<file path="config.mk">
export PLATFORM = sky130hd
export DESIGN_NAME = modexp8_seq_flat
export DESIGN_NICKNAME = d
export VERILOG_FILES = /design/src/rtl/modexp8_seq_if.sv /design/src/rtl/modexp8_seq.sv /design/src/flat_wrapper.sv
export SDC_FILE = /design/constraint.sdc
export NUM_CORES = 1
export LEC_CHECK = 0
export ABC_CLOCK_PERIOD_IN_PS = 5000
export CORE_UTILIZATION = 40
export DETAILED_ROUTE_END_ITERATION = 8
export SYNTH_ARGS = -nofsm -noshare
export SYNTH_HDL_FRONTEND = slang
export SYNTH_SLANG_ARGS = --single-unit
</file>
<file path="constraint.sdc">
create_clock -name clock -period 5 [get_ports clock]
set_clock_uncertainty 0.2 [all_clocks]
set_input_delay 0.75 -clock clock [delete_from_list [all_inputs] [get_ports clock]]
set_output_delay 0.75 -clock clock [all_outputs]
set_load 0.005 [all_outputs]
</file>
<file path="src/rtl/modexp8_seq_if.sv">
// ============================================================================
// Module      : modexp8_seq_if
// Description : Start/done handshake and operand/result bundle for the
//               sequential 8-bit modular exponentiator.
//               master : controller side (drives request and operands)
//               slave  : exponentiator side (drives status and result)
//   start     request, sampled by the slave only while idle
//   base      base operand
//   exponent  exponent operand
//   modulus   modulus n
//   busy      operation in progress
//   done      single-cycle completion pulse
//   result    base^exponent mod n
//   err       modulus was zero
// Revision    : 1.0 - initial release
// ============================================================================
`default_nettype none

interface modexp8_seq_if #(
  parameter int W = 8
);
  logic         start;
  logic [W-1:0] base;
  logic [W-1:0] exponent;
  logic [W-1:0] modulus;
  logic         busy;
  logic         done;
  logic [W-1:0] result;
  logic         err;

  modport master (
    output start, base, exponent, modulus,
    input  busy, done, result, err
  );

  modport slave (
    input  start, base, exponent, modulus,
    output busy, done, result, err
  );
endinterface

`default_nettype wire

</file>
<file path="src/rtl/modexp8_seq.sv">
// ============================================================================
// Module      : modexp8_seq (with helper mul8x8)
// Description : Sequential modular exponentiator, result = base^exp mod n.
//               Left-to-right square-and-multiply. Every 16-bit product from
//               the single 8x8 multiplier is reduced mod n by a bit-serial
//               shift-subtract reducer (16 cycles). The multiply step runs for
//               every exponent bit, so latency is fixed: done arrives 289
//               edges after the accepting edge (1 edge when n == 0).
// Ports       : clock  - rising-edge clock
//               reset  - synchronous active-high reset, clears all state
//               bus    - modexp8_seq_if.slave (start/operands in,
//                        busy/done/result/err out)
// Revision    : 1.0 - initial release
// ============================================================================
`default_nettype none

// ----------------------------------------------------------------------------
// mul8x8 : 8x8 unsigned combinational multiplier
//   i_a, i_b : operands
//   o_p      : 16-bit product
// ----------------------------------------------------------------------------
module mul8x8 (
  input  wire logic [7:0]  i_a,
  input  wire logic [7:0]  i_b,
  output logic      [15:0] o_p
);
  assign o_p = {8'h00, i_a} * {8'h00, i_b};
endmodule

module modexp8_seq #(
  parameter int W = 8
) (
  input  wire logic     clock,
  input  wire logic     reset,
  modexp8_seq_if.slave  bus
);

  typedef enum logic [2:0] {
    S_IDLE = 3'd0,
    S_LOAD = 3'd1,
    S_BRED = 3'd2,
    S_SQ   = 3'd3,
    S_SRED = 3'd4,
    S_MU   = 3'd5,
    S_MRED = 3'd6
  } state_t;

  state_t         r_state;
  logic           r_busy;
  logic           r_done;
  logic [W-1:0]   r_result;
  logic           r_err;

  // Operands latched at accept; inputs are ignored afterwards.
  logic [W-1:0]   r_base;
  logic [W-1:0]   r_exp;
  logic [W-1:0]   r_n;

  logic [W-1:0]   r_acc;    // running accumulator, always < n
  logic [W-1:0]   r_br;     // base mod n
  logic [2*W-1:0] r_p;      // product being reduced, shifted out MSB first
  logic [W-1:0]   r_rem;    // partial remainder, always < n after each step
  logic [3:0]     r_cnt;    // reducer step counter, 0..15
  logic [2:0]     r_j;      // current exponent bit index

  logic [W-1:0]   w_mul_b;
  logic [2*W-1:0] w_prod;
  logic [W:0]     w_rem_sh;
  logic [W-1:0]   w_rem_nx;
  logic           w_last;

  // Squaring uses acc on both inputs; the multiply step uses acc * b_r.
  assign w_mul_b = (r_state == S_SQ) ? r_acc : r_br;

  mul8x8 u_mul (
    .i_a (r_acc),
    .i_b (w_mul_b),
    .o_p (w_prod)
  );

  // One reducer step: shift in the next product bit, subtract n once if
  // the 9-bit partial remainder reached n. Since rem < n <= 255 before the
  // shift, the shifted value is < 2n and one subtraction suffices.
  assign w_rem_sh = {r_rem, r_p[2*W-1]};
  assign w_rem_nx = (w_rem_sh >= {1'b0, r_n}) ? W'(w_rem_sh - {1'b0, r_n})
                                               : w_rem_sh[W-1:0];
  assign w_last   = (r_cnt == 4'd15);

  always_ff @(posedge clock) begin
    if (reset) begin
      r_state  <= S_IDLE;
      r_busy   <= 1'b0;
      r_done   <= 1'b0;
      r_result <= '0;
      r_err    <= 1'b0;
      r_base   <= '0;
      r_exp    <= '0;
      r_n      <= '0;
      r_acc    <= '0;
      r_br     <= '0;
      r_p      <= '0;
      r_rem    <= '0;
      r_cnt    <= 4'd0;
      r_j      <= 3'd0;
    end else begin
      r_done <= 1'b0;
      case (r_state)
        S_IDLE: begin
          if (bus.start) begin
            r_base  <= bus.base;
            r_exp   <= bus.exponent;
            r_n     <= bus.modulus;
            r_busy  <= 1'b1;
            r_err   <= 1'b0;
            r_state <= S_LOAD;
          end
        end

        S_LOAD: begin
          if (r_n == '0) begin
            // Division by zero: report immediately, no arithmetic.
            r_done   <= 1'b1;
            r_err    <= 1'b1;
            r_result <= '0;
            r_busy   <= 1'b0;
            r_state  <= S_IDLE;
          end else begin
            // x^0 mod 1 is 0, otherwise the empty product is 1.
            r_acc   <= (r_n == W'(1)) ? '0 : W'(1);
            r_p     <= {{W{1'b0}}, r_base};
            r_rem   <= '0;
            r_cnt   <= 4'd0;
            r_state <= S_BRED;
          end
        end

        S_BRED: begin
          r_rem <= w_rem_nx;
          r_p   <= {r_p[2*W-2:0], 1'b0};
          r_cnt <= r_cnt + 4'd1;
          if (w_last) begin
            r_br    <= w_rem_nx;
            r_j     <= 3'd7;
            r_state <= S_SQ;
          end
        end

        S_SQ: begin
          r_p     <= w_prod;
          r_rem   <= '0;
          r_cnt   <= 4'd0;
          r_state <= S_SRED;
        end

        S_SRED: begin
          r_rem <= w_rem_nx;
          r_p   <= {r_p[2*W-2:0], 1'b0};
          r_cnt <= r_cnt + 4'd1;
          if (w_last) begin
            r_acc   <= w_rem_nx;
            r_state <= S_MU;
          end
        end

        S_MU: begin
          r_p     <= w_prod;
          r_rem   <= '0;
          r_cnt   <= 4'd0;
          r_state <= S_MRED;
        end

        S_MRED: begin
          r_rem <= w_rem_nx;
          r_p   <= {r_p[2*W-2:0], 1'b0};
          r_cnt <= r_cnt + 4'd1;
          if (w_last) begin
            // The multiply result is always computed but only kept when
            // the exponent bit is set, keeping latency data-independent.
            if (r_exp[r_j]) begin
              r_acc <= w_rem_nx;
            end
            if (r_j == 3'd0) begin
              // Finish on the last reduction edge so the block is idle
              // again on the following edge for back-to-back requests.
              r_result <= r_exp[0] ? w_rem_nx : r_acc;
              r_done   <= 1'b1;
              r_busy   <= 1'b0;
              r_state  <= S_IDLE;
            end else begin
              r_j     <= r_j - 3'd1;
              r_state <= S_SQ;
            end
          end
        end

        default: begin
          r_state <= S_IDLE;
          r_busy  <= 1'b0;
        end
      endcase
    end
  end

  assign bus.busy   = r_busy;
  assign bus.done   = r_done;
  assign bus.result = r_result;
  assign bus.err    = r_err;

endmodule

`default_nettype wire
</file>
<file path="src/flat_wrapper.sv">
// flat-port wrapper written by rule: the top's interface ports become plain ports
module modexp8_seq_flat 
#(
  parameter int W = 8
)
  (clock, reset, bus_start, bus_base, bus_exponent, bus_modulus, bus_busy, bus_done, bus_result, bus_err);
  modexp8_seq_if #(.W(W)) bus_i ();
  input  wire logic clock;
  input  wire logic reset;
  input wire logic [$bits(bus_i.start)-1:0] bus_start;
  input wire logic [$bits(bus_i.base)-1:0] bus_base;
  input wire logic [$bits(bus_i.exponent)-1:0] bus_exponent;
  input wire logic [$bits(bus_i.modulus)-1:0] bus_modulus;
  output wire logic [$bits(bus_i.busy)-1:0] bus_busy;
  output wire logic [$bits(bus_i.done)-1:0] bus_done;
  output wire logic [$bits(bus_i.result)-1:0] bus_result;
  output wire logic [$bits(bus_i.err)-1:0] bus_err;
  assign bus_i.start = bus_start;
  assign bus_i.base = bus_base;
  assign bus_i.exponent = bus_exponent;
  assign bus_i.modulus = bus_modulus;
  assign bus_busy = bus_i.busy;
  assign bus_done = bus_i.done;
  assign bus_result = bus_i.result;
  assign bus_err = bus_i.err;
  modexp8_seq #(.W(W)) u_core (.clock(clock), .reset(reset), .bus(bus_i));
endmodule
</file>
==> out/metrics.cfg <==
[route]
routed_wirelength_mm=16.6
wl_per_cell_um=16.2
drt_iter0_drc=346
final_antenna_net_count=0
routed_via_density=5.41
dr.pass1.iters=7
vias=5576
post-route-drc-count=0

[worst_setup_path]
path_max_fanout=6
required_ns=5.07
critPathLaunchType=flop
cp_data_arrival_time_ns=5.13
end_kind=flop
crit_type=flop to flop

[cells_and_area]
drive_gt1_frac=0.176
fin_nets=925
diodes=0
fin_cells=1030
area_growth_syn_to_layout_pct=24.6
nFillCells=1468

[global_route]
grt_pass1_wl_mm=28.1
grt_pass1_vias=5654
antenna_found_initial=0
grt_max_degree=50
track_usage=0.217
grt-ovfl-total=0

[sta]
period_needed_ns=5.06
tightest_slew_ns=0.947
fin_crit_sh=1.01
setup_ws_ns=-0.0604
setup_violations=3
hold_viol=0
clock.fmax_ghz=0.198
fin_hold_ws_ns=0.254
rsz0062_at_grt=yes
slew_headroom=0.367
fin_setup_tns_ns=-0.0979
slew_violations=0

[synth]
synth_flop_cell=dfxtp_1
async_flop_share=0
syn-num-nets=862
syn_inst=751
synth_warnings=0
synth_area_um2=6340
ys_types=70
synth_edf_count=0
seq_area_frac_synth=0.268
ys_ff_latch=85
synth.avg_cell_area_um2=8.45

[floorplanning]
pin_count=38
rows=45
die_w_um=128
initial_core_util=0.414
core_um2=15300
fp.dieArea_um2=16400
die_h_um=128

[clock_tree]
htree_num_levels=3
clkTransAtPathRegs_ns=0.06
clk_latency_ns=0.35
cts_inserted_buffers=9
clock-root-buffer=clkbuf_16
ctsHoldBuffers=0
cts.sinks=85
cts_tree=yes
clockBufferDepth=2

[pwr]
power_frac_seq=0.315
switchingPower_mw=1.07
p_sw_frac=0.392
clockPowerShare=0.261
intPower_mw=1.66
finalPower_mw=2.74
p_comb_frac=0.425
ir_worst_vdd_mv=0.301
p_per_area_nw_per_um2=346
p_leak_nw=3.20

[min_path]
hp-class=flop to flop

[place]
place_ws_ns=-0.104
io_buffers=37
dp_hpwl_mm=12.5
routabilityCongestion=0.909
dp.cells=991

[outcome]
violations=negative setup slack
status=finished, violations left

[job]
drv_cap=0

==> registers in the layout, summed over array words and instances, names as in the netlist <==
signal             count
u_core.r_state         3
u_core.bus.result      8
u_core.r_n             8
u_core.r_cnt           4
u_core.r_rem           8
u_core.bus.err         1
u_core.r_j             3
u_core.bus.busy        1
u_core.r_acc           8
u_core.r_exp           8
u_core.r_br            8
u_core.r_p            16
u_core.bus.done        1
u_core.r_base          8
==> layout make-up <==
| class | instances | area, µm² | area share |
|---|---|---|---|
| clock buffers | 12 | 267 | 0.0337 |
| flip-flops and latches | 85 | 1700 | 0.216 |
| well taps | 211 | 264 | 0.0334 |
| clock inverters | 4 | 55.1 | 0.00696 |
| repair buffers | 96 | 876 | 0.111 |
| multi-input cells | 547 | 4460 | 0.564 |
| inverters | 75 | 282 | 0.0356 |
==> worst paths after layout <==
kind	start	end	slack (ns)	cells past startpoint
max	u_core.r_state[0]$_SDFFE_PP0P_	u_core.r_p[11]$_SDFFE_PP0P_	-0.06	17
min	u_core.r_exp[2]$_SDFFE_PP0P_	u_core.r_exp[2]$_SDFFE_PP0P_	0.25	2
max reg2reg	u_core.r_state[0]$_SDFFE_PP0P_	u_core.r_p[11]$_SDFFE_PP0P_	-0.06	17
min reg2reg	u_core.r_exp[2]$_SDFFE_PP0P_	u_core.r_exp[2]$_SDFFE_PP0P_	0.25	2
==> timing repair <==
item,4_1_cts,5_1_grt
gates cloned,1,0
endpoints found under the hold margin,0,0
endpoints found under the setup margin,6,10
setup buffers,13,9
pin swaps,31,38
resized for setup,17,32
==> power by group through the flow <==
stage                     Sequential, mW  Clock, mW  Combinational (mW)
after global routing               0.875      0.751                1.28
after floorplan                    0.847          0               0.920
final                              0.862      0.714                1.16
after detailed placement           0.873          0                1.14
after global placement             0.868          0                1.11
after CTS                          0.860      0.723                1.16
==> metrics by stage <==
step | utilization | cell area (µm²)
4_1_cts | 0.502 | 7690
5_1_grt | 0.516 | 7910
3_5_place_dp | 0.469 | 7180
3_3_place_gp | 0.469 | 7180
6_report | 0.516 | 7910
2_1_floorplan | - | 6500
==> synth_stat cells (all sizes together) (3+ instances only) <==
cell | count | area, µm²
nor3 | 8 | 40.0
a221oi | 4 | 35.0
a21o | 8 | 60.1
a211oi | 15 | 113
o22ai | 3 | 18.8
xnor2 | 6 | 52.6
o211ai | 3 | 22.5
o31a | 4 | 35.0
nor2b | 41 | 257
mux2i | 12 | 120
nor2 | 52 | 200
nor4 | 3 | 18.8
a2bb2oi | 4 | 35.0
xor2 | 7 | 61.3
buf | 12 | 80.1
a21oi | 52 | 275
o21a | 7 | 52.6
ha | 47 | 588
a311oi | 6 | 52.6
nand2 | 83 | 327
o2bb2ai | 9 | 78.8
a31oi | 6 | 37.5
or3 | 3 | 20.0
nand3 | 12 | 60.1
a22oi | 14 | 105
o21ai | 31 | 155
clkbuf | 32 | 130
a22o | 4 | 35.0
inv | 75 | 282
nand2b | 11 | 68.8
or2 | 3 | 18.8
or4 | 4 | 37.5
and2 | 11 | 68.8
dfxtp | 85 | 1700
a222oi | 6 | 60.1
fa | 37 | 741
==> placed cells by master (no fill, tap or decap), drive strengths merged, types with 12 or more instances in the layout <==
master and count:
a21oi 52, fa 37, clkdlybuf4s50 36, nor2b 41
nand3 12, clkbuf 12, buf 59, inv 75
dfxtp 85, nand2 83, a211oi 15, ha 47
mux2i 12, a22oi 14, nor2 52, o21ai 31
==> layer usage <==
metal,GRT usage,wire (µm),vias up,share of wire
met1,0.285,7590,2726,0.46
met5,0,0,-,0
met2,0.369,8180,115,0.49
li1,-,-,2717,-
met3,0.0313,621,18,0.037
met4,0.0630,258,0,0.015
==> worst max-delay path, stage by stage, from the launching register on <==
cell and delay (ns):
dfxtp_2 0.33, and2_4 0.14, nor2b_4 0.17, buf_12 0.16, mux2_4 0.35, and2_4 0.15
fa_1 0.56, fa_1 0.46, fa_1 0.49, inv_1 0.05, fa_1 0.49, inv_2 0.05
ha_4 0.28, nand4b_1 0.20, nand2_2 0.16, a31oi_4 0.09, or4_1 0.53, o211ai_1 0.11
==> logic make-up after synthesis <==
| kind of cell | count (synthesis) | share of synthesized area |
|---|---|---|
| buf+inv | 119 | 0.0775 |
| compound gates | 193 | 0.209 |
| mux | 16 | 0.0296 |
| flops | 85 | 0.268 |
| fa+ha+maj | 84 | 0.209 |
| simple gates | 241 | 0.188 |
| xor+xnor | 13 | 0.0179 |
(Power assumes the default switching activity.)
